[src/rtl/regfile_pkg.sv]
// Shared types and defaults for the parametrised register file.
// Holds the clear-engine state encoding and the hardwired-zero address.
package regfile_pkg;

  typedef enum logic {
    IDLE  = 1'b0,
    SWEEP = 1'b1
  } clr_state_e;

  localparam int DEF_DATA_W = 32;
  localparam int DEF_ADDR_W = 5;
  localparam int DEF_N_READ = 2;
  localparam int ZERO_ADDR  = 0;

endpackage

[src/rtl/regfile_if.sv]
// Write, read and bulk-clear signal bundle of the register file.
// master drives requests and addresses; slave is the register file.
interface regfile_if
  import regfile_pkg::*;
#(
  parameter int DATA_W = DEF_DATA_W,
  parameter int ADDR_W = DEF_ADDR_W,
  parameter int N_READ = DEF_N_READ
) ();

  logic                     wr_en;
  logic [ADDR_W-1:0]        wr_addr;
  logic [DATA_W-1:0]        wr_data;
  logic                     wr_ready;
  logic [N_READ*ADDR_W-1:0] rd_addr;
  logic [N_READ*DATA_W-1:0] rd_data;
  logic                     clr_req;
  logic                     busy;
  logic                     clr_done;

  modport master (
    output wr_en, wr_addr, wr_data,
    output rd_addr, clr_req,
    input  wr_ready, rd_data,
    input  busy, clr_done
  );

  modport slave (
    input  wr_en, wr_addr, wr_data,
    input  rd_addr, clr_req,
    output wr_ready, rd_data,
    output busy, clr_done
  );

endinterface

[src/rtl/regfile_clear_fsm.sv]
// Bulk-clear engine: walks entries 1..DEPTH-1, zeroing one per cycle.
// Emits a one-cycle clr_done after the last entry is cleared.
module regfile_clear_fsm
  import regfile_pkg::*;
#(
  parameter int ADDR_W = DEF_ADDR_W
) (
  input  logic              clk,
  input  logic              reset_n,
  input  logic              clr_req,
  output logic              busy,
  output logic              clr_done,
  output logic              clr_en,
  output logic [ADDR_W-1:0] clr_idx
);

  localparam logic [ADDR_W-1:0] FIRST = ADDR_W'(1);
  localparam logic [ADDR_W-1:0] LAST  = '1;

  clr_state_e        state_q, state_d;
  logic [ADDR_W-1:0] idx_q, idx_d;
  logic              done_q, done_d;

  always_comb begin
    state_d = state_q;
    idx_d   = idx_q;
    done_d  = 1'b0;
    clr_en  = 1'b0;
    unique case (state_q)
      IDLE: begin
        if (clr_req) begin
          state_d = SWEEP;
          idx_d   = FIRST;
        end
      end
      SWEEP: begin
        clr_en = 1'b1;
        // Stop on the last entry so the index never wraps to 0
        if (idx_q == LAST) begin
          state_d = IDLE;
          idx_d   = FIRST;
          done_d  = 1'b1;
        end else begin
          idx_d = idx_q + FIRST;
        end
      end
      default: state_d = IDLE;
    endcase
  end

  always_ff @(posedge clk or negedge reset_n) begin
    if (!reset_n) begin
      state_q <= IDLE;
      idx_q   <= FIRST;
      done_q  <= 1'b0;
    end else begin
      state_q <= state_d;
      idx_q   <= idx_d;
      done_q  <= done_d;
    end
  end

  assign busy     = (state_q == SWEEP);
  assign clr_done = done_q;
  assign clr_idx  = idx_q;

endmodule

[src/rtl/regfile_param.sv]
// Parametrised register file, entry 0 hardwired to zero, with bulk clear.
// REGFILE_BYPASS_EN enables same-cycle write-to-read forwarding.
module regfile_param
  import regfile_pkg::*;
#(
  parameter int DATA_W = DEF_DATA_W,
  parameter int ADDR_W = DEF_ADDR_W,
  parameter int N_READ = DEF_N_READ
) (
  input logic      clk,
  input logic      reset_n,
  regfile_if.slave bus
);

  localparam int DEPTH = 1 << ADDR_W;
  localparam logic [ADDR_W-1:0] ZERO = ADDR_W'(ZERO_ADDR);

  logic [DATA_W-1:0] mem_q [DEPTH];
  logic [DATA_W-1:0] mem_d [DEPTH];

  logic              busy;
  logic              clr_done;
  logic              clr_en;
  logic [ADDR_W-1:0] clr_idx;
  logic              wr_live;

  regfile_clear_fsm #(
    .ADDR_W (ADDR_W)
  ) u_clr (
    .clk      (clk),
    .reset_n  (reset_n),
    .clr_req  (bus.clr_req),
    .busy     (busy),
    .clr_done (clr_done),
    .clr_en   (clr_en),
    .clr_idx  (clr_idx)
  );

  assign bus.busy     = busy;
  assign bus.clr_done = clr_done;
  assign bus.wr_ready = !busy;

  assign wr_live = bus.wr_en && !busy && (bus.wr_addr != ZERO);

  // Writes are refused while sweeping, so the two never collide
  always_comb begin
    mem_d = mem_q;
    if (wr_live) mem_d[bus.wr_addr] = bus.wr_data;
    if (clr_en)  mem_d[clr_idx]     = '0;
  end

  always_ff @(posedge clk or negedge reset_n) begin
    if (!reset_n) begin
      for (int i = 0; i < DEPTH; i++) mem_q[i] <= '0;
    end else begin
      mem_q <= mem_d;
    end
  end

  for (genvar k = 0; k < N_READ; k++) begin : g_rd
    logic [ADDR_W-1:0] ra;
    logic [DATA_W-1:0] rv;

    assign ra = bus.rd_addr[k*ADDR_W +: ADDR_W];

    always_comb begin
      rv = mem_q[ra];
      if (ra == ZERO) begin
        rv = '0;
      end
`ifdef REGFILE_BYPASS_EN
      else if (wr_live && (ra == bus.wr_addr)) begin
        rv = bus.wr_data;
      end
`endif
    end

    assign bus.rd_data[k*DATA_W +: DATA_W] = rv;
  end

endmodule

[src/flat_wrapper.sv]
// flat-port wrapper written by rule: the top's interface ports become plain ports
module regfile_param_flat import regfile_pkg::*;
#(
  parameter int DATA_W = DEF_DATA_W,
  parameter int ADDR_W = DEF_ADDR_W,
  parameter int N_READ = DEF_N_READ
)
  (clk, reset_n, bus_wr_en, bus_wr_addr, bus_wr_data, bus_rd_addr, bus_clr_req, bus_wr_ready, bus_rd_data, bus_busy, bus_clr_done);
  regfile_if #(.DATA_W(DATA_W), .ADDR_W(ADDR_W), .N_READ(N_READ)) bus_i ();
  input logic clk;
  input logic reset_n;
  input wire logic [$bits(bus_i.wr_en)-1:0] bus_wr_en;
  input wire logic [$bits(bus_i.wr_addr)-1:0] bus_wr_addr;
  input wire logic [$bits(bus_i.wr_data)-1:0] bus_wr_data;
  input wire logic [$bits(bus_i.rd_addr)-1:0] bus_rd_addr;
  input wire logic [$bits(bus_i.clr_req)-1:0] bus_clr_req;
  output wire logic [$bits(bus_i.wr_ready)-1:0] bus_wr_ready;
  output wire logic [$bits(bus_i.rd_data)-1:0] bus_rd_data;
  output wire logic [$bits(bus_i.busy)-1:0] bus_busy;
  output wire logic [$bits(bus_i.clr_done)-1:0] bus_clr_done;
  assign bus_i.wr_en = bus_wr_en;
  assign bus_i.wr_addr = bus_wr_addr;
  assign bus_i.wr_data = bus_wr_data;
  assign bus_i.rd_addr = bus_rd_addr;
  assign bus_i.clr_req = bus_clr_req;
  assign bus_wr_ready = bus_i.wr_ready;
  assign bus_rd_data = bus_i.rd_data;
  assign bus_busy = bus_i.busy;
  assign bus_clr_done = bus_i.clr_done;
  regfile_param #(.DATA_W(DATA_W), .ADDR_W(ADDR_W), .N_READ(N_READ)) u_core (.clk(clk), .reset_n(reset_n), .bus(bus_i));
endmodule
[config.mk]
export PLATFORM = sky130hd
export DESIGN_NAME = regfile_param_flat
export DESIGN_NICKNAME = d
export VERILOG_FILES = /design/src/rtl/regfile_pkg.sv /design/src/rtl/regfile_if.sv /design/src/rtl/regfile_clear_fsm.sv /design/src/rtl/regfile_param.sv /design/src/flat_wrapper.sv
export SDC_FILE = /design/constraint.sdc
export NUM_CORES = 2
export LEC_CHECK = 0
export ABC_AREA = 1
export CAP_MARGIN = 20
export CORE_MARGIN = 2
export CORE_UTILIZATION = 55
export CTS_CLUSTER_SIZE = 16
export DETAILED_ROUTE_END_ITERATION = 7
export PLACE_DENSITY_LB_ADDON = 0.2
export REMOVE_ABC_BUFFERS = 1
export SLEW_MARGIN = 20
export SYNTH_ARGS = -nofsm -noshare
export SYNTH_HDL_FRONTEND = slang
export SYNTH_SLANG_ARGS = --single-unit
[constraint.sdc]
create_clock -name clk -period 5.5 [get_ports clk]
set_input_delay 0.55 -clock clk [delete_from_list [all_inputs] [get_ports clk]]
set_output_delay 0.55 -clock clk [all_outputs]
set_load 0.005 [all_outputs]
==> out/qor.txt <==
core region area: 110,800 um^2
clock latency at the later pin of the worst-skew pair: 740 ps
cell at the root of the clock tree: clkbuf_16
post-route clock period utilization: 80.75%
Post-Route Setup TNS: 0 ps
final period demand of the worst path: 4442 ps
Seq/Total Area, Yosys: 41.92%
average instance area after synthesis: 6.843 um^2
Primary FF master, synth: dfrtp_1
area share of the leading cell type in the synthesized netlist: 41.88%
element type at the critical path end: primary output
peak supply drop: 541.5 uV
number of CTS-inserted buffers: 115
number of levels in the clock H-tree: 3
register share of total power: 38.3%
part of the power in combinational logic: 27.2%
Worst Path Max Fanout: 108
fraction of power consumed by the clock network: 34.4%
number of max-slew violations in the final report: 0
total of buffers placed on input and output ports: 117
share of flip-flops with an asynchronous set or reset after synthesis: 100.0%
average routed wire per standard cell: 25.64 um
via count of the first global-routing pass: 63,690
GRT Total Usage: 43.65%
outcome: finished with violations
endpoints failing setup: 0
headroom to the max-slew limit: 13.67%
highest clock rate: 0.2251 GHz
DRT iter0 DRCs: 11,530
number of optimization iterations in the first detailed-route pass: 8
Internal Pwr Total: 15,630 uW
worst hold slack across all endpoints: 432.0 ps
biggest area consumer among synthesized cells: dfrtp_1
overflow left after global routing: 0
worst-margin pin slew: 1290 ps
total number of yosys warnings: 0
Placed Instance Area: 62,490 um^2
cells after synthesis: 8,994
number of placed I/O pins: 118
worst endpoint data arrival time: 3890 ps
Power per Cell Area: 374.6 nW/um^2
Die Span Y: 338.5 um
post-cts gate resize count: 0
top cells by area in the synthesized netlist: dfrtp_1 42%, nand2_1 17%, nand3_1 11%
last weighted congestion value of the routability-driven placer: 0.9420
Nets: 8,564
number of distinct library cells after synthesis: 31
cell area after layout: 66,950 um^2
die extent in x: 338.5 um
Total Die Area: 114,600 um^2
initial cell density of the core: 55.54%
routed wire length: 258.9 mm
half-perimeter wire length of the detailed placement result: 136.2 mm
number of vias in the routed layout: 67,430
violated checks: design-rule violations
path category of the worst min-delay check: in2async
skew final: 27.25 ps
required arrival time at the worst endpoint: 4950 ps
area delta synth->final: 8.774%
fraction of layout instances using a drive strength above 1: 4.997%
TritonCTS clock tree: done
total number of clock tree sinks: 1,031
Cells after DPL: 9,865
max-capacitance violation count: 0
buffers inserted by post-CTS timing repair: 0
RSZ-0062 raised after global routing: no
switching power summed over all nets: 9450 uW
buffer levels on the longest clock path: 3
DRC violations left: 3
Final Hold Fails: 0
wire length of the first global-routing pass: 388.2 mm
final total power: 25,080 uW
number of routed nets with antenna violations: 0
kind of start point of the critical path: input port
classification of the worst setup path: in2out
Leak: 0.03142 uW
count of flip-flops with a built-in enable after synthesis: 0
area of the mapped netlist: 61,550 um^2
number of antenna violations at the first check in global routing: 11
net switching fraction of the power: 37.68%
non-filler instance count after layout: 10,100
post-synthesis sequential element count: 1,031
maximum number of pins on one net before global-route repair: 148
number of cell rows: 122
via density per instance: 6.679
clock transition at the register clock pins on the worst setup and hold paths after CTS: 60 ps
==> cell families after synthesis <==
logic type / share of synthesized area (%)
compound gates: 16.86
xor+xnor: 0.02847
fa+ha+maj: 0.1016
buf+inv: 7.668
flops: 41.92
simple gates: 33.42
==> layout by cell type (no fill, tap or decap), types with 2 or more instances in the layout <==
cell type / instances
buf_8: 6
o22ai_1: 610
inv_8: 4
a211oi_1: 28
nand3_1: 1363
clkbuf_1: 19
a21oi_1: 860
nand2_2: 8
dfrtp_1: 1030
clkdlybuf4s50_1: 106
nor2_4: 10
inv_2: 12
nor3_1: 5
buf_2: 2
clkinv_2: 28
ha_1: 5
nor2_8: 12
nand2_4: 11
nand2_1: 2766
buf_16: 3
inv_6: 3
bufinv_16: 19
o21ai_1: 3
a211oi_2: 4
nor2_1: 760
clkbuf_8: 29
nand3_4: 2
buf_4: 94
clkbuf_16: 119
diode_2: 2
clkinvlp_4: 2
inv_1: 217
buf_12: 51
clkinv_1: 4
nor2_2: 6
o21ai_0: 396
==> per-layer routing <==
layer,up-vias,routed length [um],track usage [%]
met2,5867,106900,63.00
met3,1232,41390,15.03
met1,31180,92680,56.22
met4,16,17430,26.68
met5,-,436,1.542
li1,29130,-,-
==> worst paths after layout <==
check	start	endpoint	slack [ps]	cells after the start
setup / recovery	bus_rd_addr[5]	bus_rd_data[41]	1060	12
hold / removal	reset_n	u_core.mem_q[366]$_DFF_PN0_	430	2
setup reg to reg	u_core.u_clr.busy$_DFF_PN0_	u_core.mem_q[196]$_DFF_PN0_	2010	6
hold reg to reg	u_core.mem_q[1018]$_DFF_PN0_	u_core.mem_q[1018]$_DFF_PN0_	500	2
max in group asynchronous	reset_n	u_core.mem_q[954]$_DFF_PN0_	3590	3
min in group clk	u_core.mem_q[1018]$_DFF_PN0_	u_core.mem_q[1018]$_DFF_PN0_	500	2
==> critical path: stages <==
cell and delay, ps:
buf_8 220, inv_8 590, buf_4 420, nand2_1 80
nand3_1 80, nand3_1 90, nand2_1 100, nand2_1 50
nand3_1 240, nand2_1 80, nor2_1 530, clkdlybuf4s50_1 640
==> Yosys cell counts, types with 5 or more instances <==
library cell  instances
a211oi_1             28
a21oi_1             860
buf_1                84
buf_2               242
buf_4                53
clkbuf_1            483
dfrtp_1            1030
ha_1                  5
inv_1               230
inv_2                10
nand2_1            2783
nand3_1            1366
nor2_1              761
nor2_2                7
nor2_4                8
nor2_8               12
nor3_1                5
o21ai_0             396
o22ai_1             610
==> flip-flops by register name, indices dropped and copies added, names as in the netlist <==
| name | flops |
|---|---|
| u_core.u_clr.busy | 1 |
| u_core.u_clr.clr_done | 1 |
| u_core.u_clr.clr_idx | 5 |
| u_core.mem_q | 1024 |
==> power by group through the flow <==
stage	logic, uW	registers, uW	clock network, uW
6_report	6830	9610	8630
5_1_grt	7220	9720	8920
4_1_cts	6490	9550	8590
3_5_place_dp	6470	9670	0
3_3_place_gp	6340	9640	0
2_1_floorplan	3700	9440	0
==> through the flow <==
step / setup slack (ps) / util (%)
finish: 1058 / 60.41
floorplan: -3026 / -
global route: 1024 / 60.41
global placement: 1262 / 56.32
CTS: 1342 / 60.16
detailed placement: 1368 / 56.39
==> layout make-up <==
class	instances	area, um^2
diodes	2	5.005
clock buffers	167	3448
clock inverters	48	724.4
fillers	10170	43870
inverters	242	953.4
multi-input cells	6854	31160
flip-flops and latches	1031	25800
well taps	1488	1862
repair buffers	264	2992
==> repair_timing <==
| item | in CTS | in global routing |
|---|---|---|
| setup endpoints to repair | 0 | 0 |
| endpoints found under the hold margin | 79 | 0 |
| hold buffers | 1 | 0 |
No activity file was read; power rests on OpenSTA's default activity.
